<file path="config.mk">
export PLATFORM = sky130hd
export DESIGN_NAME = bitbrick_seq_mac_ctrl_flat
export DESIGN_NICKNAME = d
export VERILOG_FILES = /design/src/rtl/bitbrick_seq_mac_ctrl_if.sv /design/src/rtl/bitbrick_seq_mac_ctrl.sv /design/src/flat_wrapper.sv
export SDC_FILE = /design/constraint.sdc
export NUM_CORES = 1
export LEC_CHECK = 0
export ABC_AREA = 1
export BUFFER_PORTS_ARGS = -buffer_cell sky130_fd_sc_hd__buf_4
export CAP_MARGIN = 20
export CORE_MARGIN = 10
export CORE_UTILIZATION = 55
export DETAILED_ROUTE_END_ITERATION = 8
export GPL_TIMING_DRIVEN = 0
export MAX_ROUTING_LAYER = met4
export PLACE_DENSITY = 0.75
export SETUP_SLACK_MARGIN = 0.05
export SYNTH_ARGS = -nofsm -noshare
export SYNTH_HDL_FRONTEND = slang
export SYNTH_SLANG_ARGS = --single-unit
</file>
<file path="constraint.sdc">
create_clock -name clk -period 9.9 [get_ports clk]
set_clock_uncertainty 0.15 [all_clocks]
set_input_delay 1.98 -clock clk [delete_from_list [all_inputs] [get_ports clk]]
set_output_delay 1.98 -clock clk [all_outputs]
set_load 0.05 [all_outputs]
</file>
<file path="src/rtl/bitbrick_seq_mac_ctrl_if.sv">
// Operand/result handshake bundle for the sequential bitbrick multiplier.
// The master drives operands and result ready; the slave is the multiplier.
interface bitbrick_seq_mac_ctrl_if #(
    parameter int MAX_BITS = 8,
    parameter int OUT_BITS = 16
);
    logic                in_valid;
    logic                in_ready;
    logic [MAX_BITS-1:0] a;
    logic [MAX_BITS-1:0] w;
    logic [1:0]          prec;
    logic                is_signed;
    logic                out_valid;
    logic                out_ready;
    logic [OUT_BITS-1:0] p;
    logic                busy;

    modport master (
        output in_valid, a, w, prec, is_signed, out_ready,
        input  in_ready, out_valid, p, busy
    );

    modport slave (
        input  in_valid, a, w, prec, is_signed, out_ready,
        output in_ready, out_valid, p, busy
    );
endinterface

</file>
<file path="src/rtl/bitbrick_seq_mac_ctrl.sv">
// Sequential 2/4/8-bit signed/unsigned multiplier built from one 2x2 unsigned
// bitbrick per cycle; operands are reduced to sign + magnitude up front.
module bitbrick_seq_mac_ctrl #(
    parameter int MAX_BITS = 8,
    parameter int OUT_BITS = 16
) (
    input logic clk,
    input logic rst,
    bitbrick_seq_mac_ctrl_if.slave bus
);
    typedef enum logic [1:0] {IDLE, CALC, DONE} state_t;

    state_t              state;
    logic [MAX_BITS-1:0] mag_a, mag_w;
    logic                neg;
    logic [1:0]          k_last;
    logic [1:0]          i, j;
    logic [OUT_BITS-1:0] acc;

    logic [MAX_BITS-1:0] width_mask, sign_sel;
    logic [1:0]          k_in;
    logic [MAX_BITS-1:0] trunc_a, trunc_w, mag_a_in, mag_w_in;
    logic                sign_a, sign_w;
    logic [3:0]          prod;
    logic [3:0]          shamt;
    logic [OUT_BITS-1:0] acc_next;
    logic                last_chunk;

    always_comb begin
        // NOTE: every signal assigned here gets a default first, so no path leaves it unassigned and no latch is inferred.
        width_mask = '1;
        sign_sel   = 8'h80;
        k_in       = 2'd3;
        case (bus.prec)
            2'd0: begin width_mask = 8'h03; sign_sel = 8'h02; k_in = 2'd0; end
            2'd1: begin width_mask = 8'h0F; sign_sel = 8'h08; k_in = 2'd1; end
            default: ;
        endcase

        // Upper bits beyond the selected width are junk and dropped here.
        trunc_a  = bus.a & width_mask;
        trunc_w  = bus.w & width_mask;
        sign_a   = bus.is_signed && ((trunc_a & sign_sel) != '0);
        sign_w   = bus.is_signed && ((trunc_w & sign_sel) != '0);
        mag_a_in = sign_a ? ((~trunc_a + 8'd1) & width_mask) : trunc_a;
        mag_w_in = sign_w ? ((~trunc_w + 8'd1) & width_mask) : trunc_w;

        prod       = {2'b00, mag_a[{i, 1'b0} +: 2]} * {2'b00, mag_w[{j, 1'b0} +: 2]};
        shamt      = {({1'b0, i} + {1'b0, j}), 1'b0};
        acc_next   = acc + ({12'd0, prod} << shamt);
        last_chunk = (i == k_last) && (j == k_last);
    end

    always_ff @(posedge clk) begin
        // NOTE: state registers use non-blocking assignments so every read in this block sees the pre-edge value.
        if (rst) begin
            state         <= IDLE;
            mag_a         <= '0;
            mag_w         <= '0;
            neg           <= 1'b0;
            k_last        <= '0;
            i             <= '0;
            j             <= '0;
            acc           <= '0;
            bus.p         <= '0;
            bus.in_ready  <= 1'b1;
            bus.out_valid <= 1'b0;
            bus.busy      <= 1'b0;
        end else begin
            case (state)
                IDLE: begin
                    if (bus.in_valid) begin
                        mag_a        <= mag_a_in;
                        mag_w        <= mag_w_in;
                        neg          <= sign_a ^ sign_w;
                        k_last       <= k_in;
                        i            <= '0;
                        j            <= '0;
                        acc          <= '0;
                        bus.in_ready <= 1'b0;
                        bus.busy     <= 1'b1;
                        state        <= CALC;
                    end
                end
                CALC: begin
                    acc <= acc_next;
                    if (last_chunk) begin
                        bus.p         <= neg ? (~acc_next + 16'd1) : acc_next;
                        bus.out_valid <= 1'b1;
                        state         <= DONE;
                    end else if (j == k_last) begin
                        j <= '0;
                        i <= i + 2'd1;
                    end else begin
                        j <= j + 2'd1;
                    end
                end
                DONE: begin
                    if (bus.out_ready) begin
                        bus.out_valid <= 1'b0;
                        bus.in_ready  <= 1'b1;
                        bus.busy      <= 1'b0;
                        state         <= IDLE;
                    end
                end
                default: state <= IDLE;
            endcase
        end
    end
endmodule

</file>
<file path="src/flat_wrapper.sv">
// flat-port wrapper written by rule: the top's interface ports become plain ports
module bitbrick_seq_mac_ctrl_flat 
#(
    parameter int MAX_BITS = 8,
    parameter int OUT_BITS = 16
)
  (clk, rst, bus_in_valid, bus_a, bus_w, bus_prec, bus_is_signed, bus_out_ready, bus_in_ready, bus_out_valid, bus_p, bus_busy);
  bitbrick_seq_mac_ctrl_if #(.MAX_BITS(MAX_BITS), .OUT_BITS(OUT_BITS)) bus_i ();
  input logic clk;
  input logic rst;
  input wire logic [$bits(bus_i.in_valid)-1:0] bus_in_valid;
  input wire logic [$bits(bus_i.a)-1:0] bus_a;
  input wire logic [$bits(bus_i.w)-1:0] bus_w;
  input wire logic [$bits(bus_i.prec)-1:0] bus_prec;
  input wire logic [$bits(bus_i.is_signed)-1:0] bus_is_signed;
  input wire logic [$bits(bus_i.out_ready)-1:0] bus_out_ready;
  output wire logic [$bits(bus_i.in_ready)-1:0] bus_in_ready;
  output wire logic [$bits(bus_i.out_valid)-1:0] bus_out_valid;
  output wire logic [$bits(bus_i.p)-1:0] bus_p;
  output wire logic [$bits(bus_i.busy)-1:0] bus_busy;
  assign bus_i.in_valid = bus_in_valid;
  assign bus_i.a = bus_a;
  assign bus_i.w = bus_w;
  assign bus_i.prec = bus_prec;
  assign bus_i.is_signed = bus_is_signed;
  assign bus_i.out_ready = bus_out_ready;
  assign bus_in_ready = bus_i.in_ready;
  assign bus_out_valid = bus_i.out_valid;
  assign bus_p = bus_i.p;
  assign bus_busy = bus_i.busy;
  bitbrick_seq_mac_ctrl #(.MAX_BITS(MAX_BITS), .OUT_BITS(OUT_BITS)) u_core (.clk(clk), .rst(rst), .bus(bus_i));
endmodule
</file>
# After elaboration in Yosys (flattened, before gate mapping)
# Index checks and enable logic that the tools add are counted.
totals:
  ff_bits: 60
  out_inout_bits: 19
  inputBits: 23
op_classes:
  n_reduce_logical: 18
  n_addsub: 7
  n_eq_ne: 10
  n_shift: 3
  n_bitwise: 10
  mul: 1
  mux: 27
ops:
  columns: ["op", "count"]
  rows:
  - ["bitwise AND 8 bit", 6]
  - ["2-to-1 mux 16 bit", 2]
  - ["case mux 16 bit (2 select lines)", 1]
  - ["case mux 8 bit (2 select lines)", 2]
  - ["adder 16 x 1 -> 16 bit (second input constant)", 1]
  - ["adder 16 bit", 1]
  - ["adder 8 x 1 -> 8 bit (second input constant)", 2]
  - ["2-to-1 mux 2 bit", 8]
  - ["2-to-1 mux 8 bit", 2]
  - ["NOT 16 bit", 1]
  - ["NOT 8 bit", 2]
  - ["nonzero test 8 bit", 2]
  - ["indexed part select 8 x 4 -> 2 bit", 2]
  - ["<< shifter 4 x 4 -> 16 bit", 1]
  - ["case mux 2 bit (2 select lines)", 3]
  - ["AND reduction 3 bit", 4]
  - ["!= test 2 bit (second input constant)", 3]
  - ["case mux 1 bit (2 select lines)", 3]
  - ["case mux 2 bit (3 select lines)", 1]
  - ["AND reduction 2 bit", 3]
  - ["nonzero test 2 bit", 3]
  - ["2-to-1 mux 1 bit", 5]
  - ["adder 2 x 1 -> 2 bit (second input constant)", 2]
  - ["== test 2 x 1 -> 1 bit (second input constant)", 2]
  - ["other kinds (9)", 14]

# Depth between registers and ports, before layout
logic_depth:
  word_depth: 7
  depth_mapped: 30
  depth_no_buf: 29

# Worst setup path before layout
# No wires, ideal clock.
synth_timing:
  kind: "flip-flop to flip-flop"
  startpoint: "register u_core.i[0]"
  endpoint: "register u_core.bus.p[13]"
  setup_time_ps: 109
  required_ps: 9641
  arrival_ps: 3215
  path_slack_ps: 6426
  period_less_slack_ps: 3474
  path_buffers: 1
  stages_incl_launch_ff: 28
  cell_sequence: "dfxtp_1 > clkbuf_1 > inv_1 > o21ai_0 > o22ai_1 > inv_1 > nor2_1 > ha_1 > ha_1 > nand2_1 > nor2_1 > a31oi_1 > nor2_1 > ha_1 > nand2_2 > clkinv_1 > nand3_1 > nand3b_1 > nand2_1 > nand3_1 > nand2_1 > nand2_2 > nor2_4 > nand2_1 > nand2_1 > nand3_1 > nand2_1 > inv_1"
synth_between:
  elab_chain_len: 7
synth_rtl:
  columns: ["element", "line", "text"]
  rows:
  - ["start: declaration", "bitbrick_seq_mac_ctrl.sv:17", "logic [1:0] i, j;"]
  - ["start signal: assignment", "bitbrick_seq_mac_ctrl.sv:93", "i <= i + 2'd1;"]
  - ["indexed part select 8 x 4 -> 2 bit", "bitbrick_seq_mac_ctrl.sv:48", "prod = {2'b00, mag_a[{i, 1'b0} +: 2]} * {2'b00, mag_w[{j, 1'b0} +: 2]};"]
  - ["multiplier 2 x 2 -> 4 bit", "bitbrick_seq_mac_ctrl.sv:48", null]
  - ["<< shifter 4 x 4 -> 16 bit", "bitbrick_seq_mac_ctrl.sv:50", "acc_next = acc + ({12'd0, prod} << shamt);"]
  - ["adder 16 bit", "bitbrick_seq_mac_ctrl.sv:50", null]
  - ["NOT 16 bit", "bitbrick_seq_mac_ctrl.sv:88", "bus.p <= neg ? (~acc_next + 16'd1) : acc_next;"]
  - ["adder 16 x 1 -> 16 bit", "bitbrick_seq_mac_ctrl.sv:88", null]
  - ["2-to-1 mux 16 bit", "bitbrick_seq_mac_ctrl.sv:88", null]
  - ["end signal: assignment", "bitbrick_seq_mac_ctrl.sv:88", null]
  - ["end: declaration", "bitbrick_seq_mac_ctrl_if.sv:25", "output in_ready, out_valid, p, busy"]
# Parallel ways exist; a longest one is shown, timed or not.
# A chain may end at the register's enable or synchronous reset.

# Worst setup path in the final report
layout_timing:
  startpoint: "register u_core.i[0]"
  endpoint: "register u_core.bus.p[15]"
# The elaborated chain is that of the path after synthesis.

==> results.py <==
metrics = {
    "synth": {
        "synth.most_common_cell": "nand2_1",
        "synth_top_area_share": 0.275,
        "syn_inst": 724,
        "yosysSeqAreaShare": 0.275,
        "syn_avg_cell_area_um2": 6.04,
        "ys.warnings.count": 0,
        "synthFlopType": "dfxtp_1",
        "synth.distinct_cells": 42,
        "synth_top_cell_by_area": "dfxtp_1",
        "syn_nets": 770,
        "ys_ff_latch": 60,
        "syn-cell-area_mm2": 0.00437,
        "synth_common_cells": "228 x nand2_1, 98 x inv_1, 74 x nor2_1, 61 x a21oi_1, 60 x dfxtp_1",
        "yosys-top-cells-area": "dfxtp_1 27%, nand2_1 20%, inv_1 8.4%, a21oi_1 7.0%, nor2_1 6.4%",
        "async_flop_share": 0,
        "synth_edf_count": 0,
    },
    "worst_setup_path": {
        "r2r_end": "u_core.bus.p[15]",
        "crit_path_end_kind": "flop",
        "crit_top_cell": "nand2_1",
        "cp.depth": 26,
        "cp_top_family": "simple AND/OR/NAND/NOR gates",
        "start_kind": "flop",
        "ff2ff_setup_slack_ns": 5.58,
        "cpMaxStageDelayCell": "fa_1",
        "crit_required_ns": 10.00,
        "worst-path-buf-inv": 6,
        "crit_start": "u_core.i[0]",
        "worstPathArrival_ns": 4.43,
        "critPathMaxFanout": 7,
        "crit_path_end": "u_core.bus.p[15]",
        "r2r_cells": 26,
        "slowest_delay_ns": 0.62,
        "worstSetupPathType": "reg -> reg",
        "r2r_start": "u_core.i[0]",
    },
    "placement": {
        "dp_cells": 866,
        "gp_congestion": 0.995,
        "dp.final_hpwl_um": 10100,
        "port_buffers": 40,
    },
    "clock_tree": {
        "h-tree-depth": 3,
        "postCtsSetupBuffers": 0,
        "clockRootBuffer": "clkbuf_8",
        "cts_tree": "built",
        "clock_sink_count": 60,
        "ctsHoldBuffers": 0,
        "clk_pin_slew_worst_paths_ns": 0.07,
        "cts_buffers": 9,
        "cts.repair.resized": 0,
        "clockBufferDepth": 2,
        "clk_latency_ns": 0.34,
    },
    "floorplanning": {
        "initial_core_util": 0.566,
        "coreArea_mm2": 0.00773,
        "die-area_mm2": 0.0119,
        "die_y_um": 109,
        "die_w_um": 109,
        "io_pins": 42,
        "fp-row-count": 32,
    },
    "timing": {
        "setup_tns_ns": 0,
        "post-route-min-period_ns": 4.32,
        "rsz0062_at_grt": "false",
        "fmax_mhz": 231,
        "finalMaxSlewViolations": 0,
        "relSlewSlack": 0.563,
        "hold_viol": 0,
        "fin_crit_sh": 0.437,
        "worst_pin_slew_ns": 0.653,
        "setup_viol": 0,
    },
    "pwr": {
        "clkPwrFrac": 0.226,
        "p_switching_uw": 428,
        "p_comb_frac": 0.452,
        "swShare": 0.450,
        "ir_drop_mv": 0.143,
        "leakage_uw": 0.00252,
        "pwr-share-seq": 0.322,
        "power_density_mw_per_mm2": 191,
        "power.internal_uw": 523,
    },
    "final_layout": {
        "final_cells": 882,
        "nNetsFinal": 821,
        "n_fill_cell": 745,
        "area_growth_pct": 14.0,
        "n_antenna_cell": 0,
        "layout-drive-gt1-share": 0.105,
    },
    "route": {
        "antenna_left": 0,
        "dr.pass1.iters": 5,
        "drc": 0,
        "wl_per_cell_um": 14.2,
        "drt_iter0_markers": 348,
        "via_count": 4680,
        "vias_per_cell": 5.31,
        "postRouteWirelength_um": 12500,
    },
    "flow_run": {
        "cap_violations": 0,
    },
    "global_routing": {
        "grt_pass1_vias": 4360,
        "grt_pass1_wl_um": 20600,
        "track_usage": 0.222,
        "grt_overflow": 0,
        "grt_max_degree": 11,
        "antenna_found_initial": 0,
    },
    "worst_hold_path": {
        "hp-class": "reg -> reg",
    },
    "outcome": {
        "outcome": "completed",
    },
}
## cells in the final DEF (no fill, tap or decap), types with 10 or more instances in the layout
cell type,instances
nor2_1,74
inv_1,98
o21ai_0,35
xor2_1,10
nand2_1,228
buf_4,41
a21oi_1,61
clkbuf_1,14
nand3_1,45
ha_1,21
dfxtp_1,60
## state kept, by name, indices dropped and copies added (netlist names)
register and count:
u_core.bus.busy 1, u_core.i 2, u_core.j 2, u_core.mag_w 8
u_core.k_last 2, u_core.bus.p 16, u_core.state 2, u_core.mag_a 8
u_core.bus.out_valid 1, u_core.acc 16, u_core.bus.in_ready 1, u_core.neg 1
## worst min-delay path by stage
stage | from | to | cells past startpoint | slack, ns
2_1_floorplan | u_core.mag_a[2] | u_core.mag_a[2] | 2 | 0.29
3_3_place_gp | u_core.bus.out_valid | u_core.bus.out_valid | 2 | 0.29
3_5_place_dp | u_core.bus.in_ready | u_core.bus.in_ready | 2 | 0.30
4_1_cts | u_core.bus.in_ready | u_core.bus.in_ready | 2 | 0.31
5_1_grt | u_core.mag_w[2] | u_core.mag_w[2] | 2 | 0.34
6_report | u_core.bus.in_ready | u_core.bus.in_ready | 2 | 0.31
## cell families after synthesis
| family | share of synthesized area |
|---|---|
| AND/OR/NAND/NOR | 0.369 |
| XOR/XNOR | 0.0260 |
| flip-flops | 0.275 |
| AO/OA/AOI/OAI | 0.154 |
| buffers and inverters | 0.107 |
| adder cells (fa/ha/maj) | 0.0692 |
## area by class of cell
type,instances,area (um2),area share
clock buffers,11,131,0.0263
repair buffers,40,300,0.0602
well taps,102,128,0.0256
plain buffers,17,71.3,0.0143
flip-flops and latches,60,1200,0.241
inverters,106,398,0.0798
multi-input cells,541,2700,0.542
clock inverters,5,52.6,0.0105
## through the flow
stage,worst slack (ns),total power [uW],hold slack (ns),utilization,cell area [um2]
floorplan,6.43,613,0.292,-,4370
global placement,5.72,722,0.292,0.621,4800
detailed placement,5.67,733,0.296,0.621,4800
CTS,5.64,948,0.312,0.645,4990
global route,5.17,1010,0.339,0.645,4990
finish,5.58,950,0.310,0.645,4990
## power groups by stage
stage | clock (uW) | combinational, uW | sequential, uW
2_1_floorplan | 0 | 241 | 372
3_3_place_gp | 0 | 413 | 309
3_5_place_dp | 0 | 423 | 309
4_1_cts | 217 | 426 | 305
5_1_grt | 227 | 475 | 310
6_report | 215 | 430 | 306
## worst reg2reg max path, cell delays in order, from the launching register on
cell	delay [ns]
dfxtp_1	0.36
clkbuf_1	0.32
inv_1	0.19
o21ai_0	0.18
o22ai_1	0.10
inv_1	0.08
nor2_1	0.05
ha_1	0.33
nand2_1	0.07
nor2_1	0.10
inv_1	0.06
nor2_1	0.14
inv_1	0.08
fa_1	0.62
nand2_1	0.08
a21oi_1	0.24
nand3_1	0.18
nor2_1	0.16
nand3_1	0.09
nand2_1	0.11
nand2_2	0.10
nor2_4	0.17
nand2_1	0.07
nand2_1	0.05
nand3_1	0.07
nand2_1	0.07
inv_1	0.03
## metal layers
layer / part of all wire / GRT usage / vias to the layer above
li1: - / - / 2423
met3: 0.051 / 0.0271 / 23
met4: 0.016 / 0.0790 / 0
met1: 0.50 / 0.306 / 2112
met2: 0.43 / 0.325 / 122
met5: 0 / - / -
(Power assumes the default switching activity.)
